`src/rtl/vga_timing_generator.sv`:
```
// VGA raster timing: free-running pixel/line counters with
// combinational decode of coordinates, blanking, sync and frame strobe.
module vga_timing_generator #(
    parameter int unsigned WIDTH         = 640,
    parameter int unsigned HEIGHT        = 480,
    parameter int unsigned H_FRONT_PORCH = 16,
    parameter int unsigned H_SYNC_WIDTH  = 96,
    parameter int unsigned H_BACK_PORCH  = 48,
    parameter int unsigned V_FRONT_PORCH = 10,
    parameter int unsigned V_SYNC_WIDTH  = 2,
    parameter int unsigned V_BACK_PORCH  = 33
) (
    input  logic       clk25,
    input  logic       reset,
    output logic       screenEnd,
    output logic       active,
    output logic       hSync,
    output logic       vSync,
    output logic [9:0] x,
    output logic [8:0] y
);

    localparam int unsigned H_TOTAL =
        WIDTH + H_FRONT_PORCH + H_SYNC_WIDTH + H_BACK_PORCH;
    localparam int unsigned V_TOTAL =
        HEIGHT + V_FRONT_PORCH + V_SYNC_WIDTH + V_BACK_PORCH;

    localparam logic [9:0] H_LAST   = 10'(H_TOTAL - 1);
    localparam logic [9:0] V_LAST   = 10'(V_TOTAL - 1);
    localparam logic [9:0] H_VIS    = 10'(WIDTH);
    localparam logic [9:0] V_VIS    = 10'(HEIGHT);
    localparam logic [9:0] HS_START = 10'(WIDTH + H_FRONT_PORCH);
    localparam logic [9:0] HS_END   = 10'(WIDTH + H_FRONT_PORCH + H_SYNC_WIDTH);
    localparam logic [9:0] VS_START = 10'(HEIGHT + V_FRONT_PORCH);
    localparam logic [9:0] VS_END   = 10'(HEIGHT + V_FRONT_PORCH + V_SYNC_WIDTH);

    logic [9:0] h_count;
    logic [9:0] v_count;

    always_ff @(posedge clk25) begin
        if (reset) begin
            h_count <= '0;
            v_count <= '0;
        end else if (h_count == H_LAST) begin
            h_count <= '0;
            v_count <= (v_count == V_LAST) ? '0 : v_count + 10'd1;
        end else begin
            h_count <= h_count + 10'd1;
        end
    end

    // y deliberately drops bit 9; lines 512..524 alias to 0..12
    always_comb begin
        x         = h_count;
        y         = v_count[8:0];
        active    = (h_count < H_VIS) && (v_count < V_VIS);
        hSync     = !((h_count >= HS_START) && (h_count < HS_END));
        vSync     = !((v_count >= VS_START) && (v_count < VS_END));
        screenEnd = (h_count == 10'd0) && (v_count == V_VIS);
    end

endmodule

```
`config.mk`:
```
export PLATFORM = sky130hd
export DESIGN_NAME = vga_timing_generator
export DESIGN_NICKNAME = d
export VERILOG_FILES = /design/src/rtl/vga_timing_generator.sv
export SDC_FILE = /design/constraint.sdc
export NUM_CORES = 1
export LEC_CHECK = 0
export CAP_MARGIN = 20
export CORE_UTILIZATION = 40
export CTS_BUF_LIST = sky130_fd_sc_hd__clkbuf_8
export DETAILED_ROUTE_END_ITERATION = 6
export GPL_TIMING_DRIVEN = 0
export PLACE_DENSITY_LB_ADDON = 0.12
export SYNTH_ARGS = -nofsm -noshare
export SYNTH_HDL_FRONTEND = slang
export SYNTH_SLANG_ARGS = --single-unit
```
`constraint.sdc`:
```
create_clock -name clk25 -period 5 [get_ports clk25]
set_clock_uncertainty 0.15 [all_clocks]
set_input_delay 1 -clock clk25 [delete_from_list [all_inputs] [get_ports clk25]]
set_output_delay 1 -clock clk25 [all_outputs]
set_load 0.03 [all_outputs]
```
==> impl_metrics.toml, run 1 <==
[run_status]
status = "finished, final reports clean"

[worst_setup_path]
timing.critical_path.from = "x[5]"
cp.arrival_ps = 2220
rr_startpoint = "v_count[4]"
r2r.worst_path.cells = 4
worst_ep_required_time_ps = 3850
start_kind = "register"
path_class = "reg2out"
worstSetupEndpointType = "output pin"
path_max_fanout = 8

[yosys]
synthesis.area_per_instance_sq_um = 8.61
synthesis.instances = 134
yosysTopAreaCellShare_pct = 34.7
yosysUniqueCellTypes = 38
ys_async_sr_fraction_pct = 0
share_of_the_yosys_chip_area_belonging_to_registers_pct = 34.7
synth_top_flop_cell = "sky130_fd_sc_hd__dfxtp_1"
postSynthNetCount = 140
synth_area_leaders = "sky130_fd_sc_hd__dfxtp_1 35%, sky130_fd_sc_hd__buf_4 6.5%, sky130_fd_sc_hd__nor2_1 6.2%"
netlist.top_cell.by_area = "sky130_fd_sc_hd__dfxtp_1"
postSynthRegisterBits = 20
synthesis.area_sq_mm = 0.00115
synth_warnings = 0
synth-edff-count = 0

[clock_network]
post_cts_resize_count = 0
cts.path.max_buffers = 2
clk_tree_root_cell = "sky130_fd_sc_hd__clkbuf_8"
insertion_delay_of_the_later_clocked_pin_in_the_worst_skew_pair_ps = 260
post-cts-setup-buffers = 0
tritoncts.num_buffers = 3
ctsHoldBuffers = 0
tritoncts_clock_tree = "built"
cts.sink_count = 20
clock_input_transition_at_the_sequential_cells_of_the_worst_setup_and_hold_paths_ps = 80
cts.htree.levels = 1

[timing]
finalSetupViolations = 0
timing.max_slew.rel_slack_pct = 68.8
fin_setup_tns_ps = 0
final_hold_viol_count = 0
time_the_worst_path_needs_with_i_o_delays_and_setup_ps = 3370
grt_setup_unrepaired = "false"
finalHoldWorstSlack_ps = 355
timing.final.max_slew_violations = 0
tightestPinTransition_ps = 463
final.period_utilization_pct = 67.3
fmaxAchievable_ghz = 0.297

[placed_design]
hpwlAfterDp_um = 1780
gp_congestion = 0.856
port_buffers = 23
placement.cell_area_sq_mm = 0.00142

[job]
max_cap_violations = 0

[floorplan]
pin_count = 25
initial_core_utilization_pct = 42.2
die-height_um = 55.7
rows = 19
die_w_um = 55.7
design.die.area_sq_mm = 0.00310
fp.coreArea_sq_mm = 0.00273

[route]
route.detailed.vias_per_inst = 5.25
drt_first_iter_violations = 7
post-route-drc-count = 0
wl_um = 2340
detail_route.first_pass.iterations = 4
dr_total_vias = 1008
post_drt_wl_per_cell_um = 12.2
drt.antenna.violating_nets = 0

[power]
lkg_pwr_nw = 0.532
pwr_density_cell_mw_per_mm2 = 207
peakVddDrop_mv = 0.183

[global_route]
antenna_found_initial = 0
via_count_of_the_first_global_routing_pass = 941
grt_usage_pct = 16.3
globalRoute.totalOverflow = 0
grt_first_pass_wirelength_um = 4100
grt_max_degree = 12

[finish]
flow.area_growth_from_synthesis_pct = 28.1
final_common_cell = "sky130_fd_sc_hd__clkdlybuf4s50_1"
stdcell_area_sq_mm = 0.00148
commonest_cells_after_routing_fill_and_taps_aside = "23 x sky130_fd_sc_hd__clkdlybuf4s50_1, 20 x sky130_fd_sc_hd__dfxtp_1, 19 x sky130_fd_sc_hd__nor2_1"
antenna_cells_inserted = 0
nNetsFinal = 168
utilization_pct = 54.1
layout-drive-gt1-share_pct = 15.5

[hold_path]
hold_path_class = "reg2reg"
hold_depth = 1
min_delay_startpoint = "x[0]"
## power breakdown
part | internal, mW | switching (mW)
registers | 0.161 | 0.00311
clock network | 0.0701 | 0.0534
logic | 0.00718 | 0.0104
total | 0.238 | 0.0669
## sequential cells by signal (all words and copies together), names as in the netlist
name     cells
v_count     10
x           10
## metrics by stage
step / worst slack, ps / total power, mW / cells
final: 1630 / 0.305 / 192
after CTS: 1620 / 0.310 / 192
after floorplan: 2300 / 0.179 / 134
after detailed placement: 1910 / 0.186 / 188
after global placement: 1920 / 0.186 / 188
after global routing: 1400 / 0.319 / 192
## critical path, cell delays in order, from the launching register on
cell and delay (ps):
sky130_fd_sc_hd__dfxtp_1 320, sky130_fd_sc_hd__buf_6 130, sky130_fd_sc_hd__or3_4 430, sky130_fd_sc_hd__nor4_1 210, sky130_fd_sc_hd__and3_1 190, sky130_fd_sc_hd__clkdlybuf4s50_1 670
## layout make-up
| class | instances | area (sq um) |
|---|---|---|
| fill | 264 | 1260 |
| tap | 31 | 38.8 |
| buffer | 15 | 114 |
| multi-input combinational | 93 | 617 |
| inverter | 6 | 22.5 |
| clock buffer | 4 | 55.1 |
| timing repair buffer | 23 | 230 |
| sequential | 20 | 400 |
## worst paths after layout
kind	slack [ps]	end
setup / recovery	1630	screenEnd
hold / removal	360	x[0]
setup reg to reg	3010	v_count[5]
hold reg to reg	360	x[0]
## cells by family (layout without fill, tap and decap cells)
family,Yosys count,count (layout),share of synthesized area [%]
AND/OR/NAND/NOR,66,66,34.2
buffers and inverters,21,48,11.8
flip-flops,20,20,34.7
XOR/XNOR,12,12,9.11
AO/OA/AOI/OAI,10,10,4.99
adder cells (fa/ha/maj),4,4,4.34
multiplexers,1,1,0.868
## routing by layer
metal	part of all wire, %	GRT usage [%]	up-vias
li1	-	-	514
met1	46	21.1	470
met2	49	28.2	21
met3	3.8	3.02	3
met4	0.68	3.21	0
met5	0	0	-
## Yosys cell counts (3+ instances only)
cell	count
sky130_fd_sc_hd__a21oi_1	3
sky130_fd_sc_hd__and3_1	3
sky130_fd_sc_hd__buf_4	10
sky130_fd_sc_hd__dfxtp_1	20
sky130_fd_sc_hd__ha_1	4
sky130_fd_sc_hd__inv_1	6
sky130_fd_sc_hd__nand2_1	5
sky130_fd_sc_hd__nand3_1	9
sky130_fd_sc_hd__nand4_1	6
sky130_fd_sc_hd__nor2_1	19
sky130_fd_sc_hd__nor3_1	3
sky130_fd_sc_hd__nor4_1	5
sky130_fd_sc_hd__o21ai_0	4
sky130_fd_sc_hd__or3_1	3
sky130_fd_sc_hd__xnor2_1	7
sky130_fd_sc_hd__xor2_1	5
(Power assumes the default switching activity.)
==> inputs of run 2 (changes only) <==
clock period = 2.79 ns   (was 5 ns; I/O delays follow)
==> impl_metrics.toml, run 2 (synthesis results as in run 1) <==
[global_route]
globalRoute.totalOverflow = 0
antenna_found_initial = 0
grt_first_pass_wirelength_um = 4100
via_count_of_the_first_global_routing_pass = 941
grt_usage_pct = 16.3
grt_max_degree = 12

[timing]
final_hold_viol_count = 0
final.period_utilization_pct = 94.9
timing.max_slew.rel_slack_pct = 65.9
timing.final.max_slew_violations = 0
layout_setup_ws_ps = 142
finalSetupViolations = 0
fmaxAchievable_ghz = 0.378
tightestPinTransition_ps = 507
finalHoldWorstSlack_ps = 353
time_the_worst_path_needs_with_i_o_delays_and_setup_ps = 2650
fin_setup_tns_ps = 0
grt_setup_unrepaired = "false"

[route]
post_drt_wl_per_cell_um = 12.2
post-route-drc-count = 0
wl_um = 2370
drt_first_iter_violations = 13
detail_route.first_pass.iterations = 4
dr_total_vias = 1012
drt.antenna.violating_nets = 0
route.detailed.vias_per_inst = 5.22

[run_status]
status = "finished, final reports clean"

[floorplan]
die-height_um = 55.7
fp.coreArea_sq_mm = 0.00273
initial_core_utilization_pct = 42.2
die_w_um = 55.7
rows = 19
design.die.area_sq_mm = 0.00310
pin_count = 25

[placed_design]
gp_congestion = 0.856
hpwlAfterDp_um = 1780
dpl.cell_count = 188
port_buffers = 23
placement.setup.worst_slack_ps = 139

[finish]
finish.cell_count_without_fillers = 194
final_common_cell = "sky130_fd_sc_hd__clkdlybuf4s50_1"
utilization_pct = 55.2
flow.area_growth_from_synthesis_pct = 30.8
nNetsFinal = 170
commonest_cells_after_routing_fill_and_taps_aside = "21 x sky130_fd_sc_hd__clkdlybuf4s50_1, 20 x sky130_fd_sc_hd__dfxtp_1, 19 x sky130_fd_sc_hd__nor2_1"
fillCellCount = 259
antenna_cells_inserted = 0
layout-drive-gt1-share_pct = 17.2

[hold_path]
hold_path_class = "reg2reg"
hold_depth = 1

[clock_network]
cts.sink_count = 20
clock_input_transition_at_the_sequential_cells_of_the_worst_setup_and_hold_paths_ps = 80
cts.path.max_buffers = 2
cts.htree.levels = 1
ctsHoldBuffers = 0
clk_tree_root_cell = "sky130_fd_sc_hd__clkbuf_8"
tritoncts_clock_tree = "built"
tritoncts.num_buffers = 3
insertion_delay_of_the_later_clocked_pin_in_the_worst_skew_pair_ps = 260

[power]
lkg_pwr_nw = 0.546
pwr_density_cell_mw_per_mm2 = 363
peakVddDrop_mv = 0.328

[worst_setup_path]
r2r.worst_path.cells = 4
path_max_fanout = 8
cp.arrival_ps = 1940
worst_ep_required_time_ps = 2080
path_class = "reg2out"
start_kind = "register"
worstSetupEndpointType = "output pin"

[job]
max_cap_violations = 0
-- run 2: cell count changes in the layout (fill, tap and decap cells not counted), sizes merged --
| cell | before | now |
|---|---|---|
| buf | 12 | 14 |
| clkdlybuf4s50 | 23 | 21 |
| dlygate4sd2 | 0 | 1 |
| dlymetal6s2s | 0 | 1 |
-- run 2: worst paths after layout --
path | from | endpoint | slack (ps)
max | x[5] | screenEnd | 140
min | x[0] | x[0] | 350
max reg2reg | v_count[4] | v_count[5] | 710
min reg2reg | x[0] | x[0] | 350
-- run 2: through the flow --
step | total power, mW | cell area (sq um)
floorplan | 0.322 | 1150
global placement | 0.333 | 1420
detailed placement | 0.333 | 1420
CTS | 0.555 | 1480
global route | 0.571 | 1510
finish | 0.547 | 1510
-- run 2: per-layer routing --
metal / GRT usage [%] / routed length [um]
met2: 28.2 / 1160
met3: 3.02 / 76
met1: 21.1 / 1120
met5: 0 / 0
met4: 3.21 / 16
-- run 2: repair_timing --
action,4_1_cts,5_1_grt
gates cloned,0,0
setup endpoints to repair,1,3
pin swaps,0,1
resized for setup,1,3
buffers inserted,0,2
-- run 2: final cells by class --
| type | instances | area (sq um) | area share, % |
|---|---|---|---|
| flip-flops and latches | 20 | 400 | 26.5 |
| plain buffers | 15 | 114 | 7.55 |
| inverters | 6 | 22.5 | 1.49 |
| repair buffers | 25 | 246 | 16.3 |
| well taps | 31 | 38.8 | 2.57 |
| clock buffers | 4 | 55.1 | 3.65 |
| multi-input cells | 93 | 632 | 41.9 |
-- run 2: critical path, cell delays in order (launching register included) --
cell	delay, ps
sky130_fd_sc_hd__dfxtp_1	320
sky130_fd_sc_hd__buf_6	130
sky130_fd_sc_hd__or3_4	430
sky130_fd_sc_hd__nor4_1	210
sky130_fd_sc_hd__and3_1	190
sky130_fd_sc_hd__dlygate4sd2_1	400
-- run 2: report_power, final --
part	leakage [nW]	switching [mW]	internal (mW)
clock	0.0288	0.0957	0.126
combinational	0.356	0.0187	0.0129
sequential	0.162	0.00557	0.289
==> inputs of run 3 (changes only) <==
CORE_UTILIZATION = 47   (was 40)
SETUP_SLACK_MARGIN = 0.3   (was unset)
==> impl_metrics.toml, run 3 (synthesis results as in run 1) <==
[global_route]
via_count_of_the_first_global_routing_pass = 970
antenna_found_initial = 0
grt_max_degree = 12
grt_usage_pct = 21.6
globalRoute.totalOverflow = 0
grt_first_pass_wirelength_um = 4240

[worst_setup_path]
path_class = "reg2out"
rrSetupSlack_ps = 820
critical-path-max-stage-delay_ps = 430
slowest_stage = "sky130_fd_sc_hd__or3_4"
timing.critical_path.buf_inv = 2
cp.arrival_ps = 1760
rr_startpoint = "v_count[4]"
start_kind = "register"
worstSetupEndpointType = "output pin"
worst_ep_required_time_ps = 2080
path_max_fanout = 8
worstPathCellList = "buf_6, or3_4, nor4_1, and3_1, clkbuf_2"
timing.critical_path.from = "x[5]"
crit_end = "screenEnd"
r2r.worst_path.cells = 4
crit-reg2reg-capture = "v_count[2]"
worstSetupPathDepth = 5
cp_top_family = "simple AND/OR/NAND/NOR gates"

[finish]
antenna_cells_inserted = 0
fillCellCount = 202
nNetsFinal = 169
commonest_cells_after_routing_fill_and_taps_aside = "19 x sky130_fd_sc_hd__nor2_1, 19 x sky130_fd_sc_hd__clkdlybuf4s50_1, 19 x sky130_fd_sc_hd__dfxtp_1"
finish.cell_count_without_fillers = 190
layout-drive-gt1-share_pct = 18.5
seqCellArea_sq_um = 402
stdcell_area_sq_mm = 0.00148
multi_input_area_sq_um = 623
flow.area_growth_from_synthesis_pct = 28.5
utilization_pct = 65.8

[timing]
finalSetupViolations = 0
timing.final.max_slew_violations = 0
final_hold_viol_count = 0
final.period_utilization_pct = 88.5
timing.max_slew.rel_slack_pct = 70.3
time_the_worst_path_needs_with_i_o_delays_and_setup_ps = 2470
tightestPinTransition_ps = 442
fin_setup_tns_ps = 0
layout_setup_ws_ps = 320
fmaxAchievable_ghz = 0.405
grt_setup_unrepaired = "true"

[hold_path]
hold_path_class = "reg2reg"

[clock_network]
cts.htree.levels = 1
clk_tree_root_cell = "sky130_fd_sc_hd__clkbuf_8"
ctsHoldBuffers = 0
cts.sink_count = 20
cts.path.max_buffers = 2
tritoncts_clock_tree = "built"
insertion_delay_of_the_later_clocked_pin_in_the_worst_skew_pair_ps = 250
clock_input_transition_at_the_sequential_cells_of_the_worst_setup_and_hold_paths_ps = 70
tritoncts.num_buffers = 3

[route]
route.detailed.vias_per_inst = 5.53
drt.antenna.violating_nets = 0
wl_um = 2470
post_drt_wl_per_cell_um = 13.0
detail_route.first_pass.iterations = 5
drt_first_iter_violations = 32
post-route-drc-count = 0
dr_total_vias = 1051

[placed_design]
hpwlAfterDp_um = 1810
dpl.cell_count = 185
placement.cell_area_sq_mm = 0.00142
gp_congestion = 0.828
placement.setup.worst_slack_ps = 127
port_buffers = 23

[power]
pwr_density_cell_mw_per_mm2 = 368
lkg_pwr_nw = 0.536
peakVddDrop_mv = 0.234

[job]
max_cap_violations = 0

[floorplan]
fp.coreArea_sq_mm = 0.00225
pin_count = 25
rows = 17
die_w_um = 51.5
die-height_um = 51.5
design.die.area_sq_mm = 0.00266
initial_core_utilization_pct = 51.2

[run_status]
status = "finished, final reports clean"
## run 3: through the flow
stage | power, mW | hold WS, ps
4_1_cts | 0.555 | 363
6_report | 0.546 | 360
2_1_floorplan | 0.322 | 325
5_1_grt | 0.566 | 386
3_5_place_dp | 0.333 | 338
3_3_place_gp | 0.332 | 320
## run 3: per-layer routing
metal,vias to the layer above,global-route usage (%),wire length [um]
li1,512,-,-
met2,28,35.3,1230
met3,6,4.09,86
met5,-,0,0
met1,505,27.7,1110
met4,0,9.01,40
## run 3: where the power goes
| group | switching, mW | total, mW | internal, mW |
|---|---|---|---|
| combinational | 0.0198 | 0.0329 | 0.0131 |
| sequential | 0.00562 | 0.295 | 0.289 |
| clock | 0.0931 | 0.219 | 0.125 |
| total | 0.119 | 0.546 | 0.427 |
## run 3: repair_timing
action	4_1_cts	5_1_grt
setup buffers	0	1
setup endpoints to repair	4	2
resized for setup	8	2
pin swaps	0	1
## run 3: worst register-to-register path, cell delays in order (launching register included)
cell and delay (ps):
sky130_fd_sc_hd__dfxtp_1 380, sky130_fd_sc_hd__or4b_1 540, sky130_fd_sc_hd__nor4_1 410, sky130_fd_sc_hd__a21o_1 310, sky130_fd_sc_hd__nor2_1 80
## run 3: how the worst min path moves through the flow
stage                     startpoint    endpoint  slack (ps)  cells past startpoint
after floorplan           v_count[9]  v_count[9]         320                      2
after CTS                       x[0]        x[0]         360                      1
final                           x[0]        x[0]         360                      1
after global placement          x[0]        x[0]         320                      1
after detailed placement        x[0]        x[0]         340                      1
after global routing            x[0]        x[0]         390                      1
## run 3: area by class of cell
class | count | share of cell area, %
flip-flops and latches | 20 | 27.1
clock buffers | 4 | 3.71
well taps | 28 | 2.36
multi-input cells | 93 | 42.0
plain buffers | 15 | 7.68
repair buffers | 24 | 15.6
inverters | 6 | 1.52
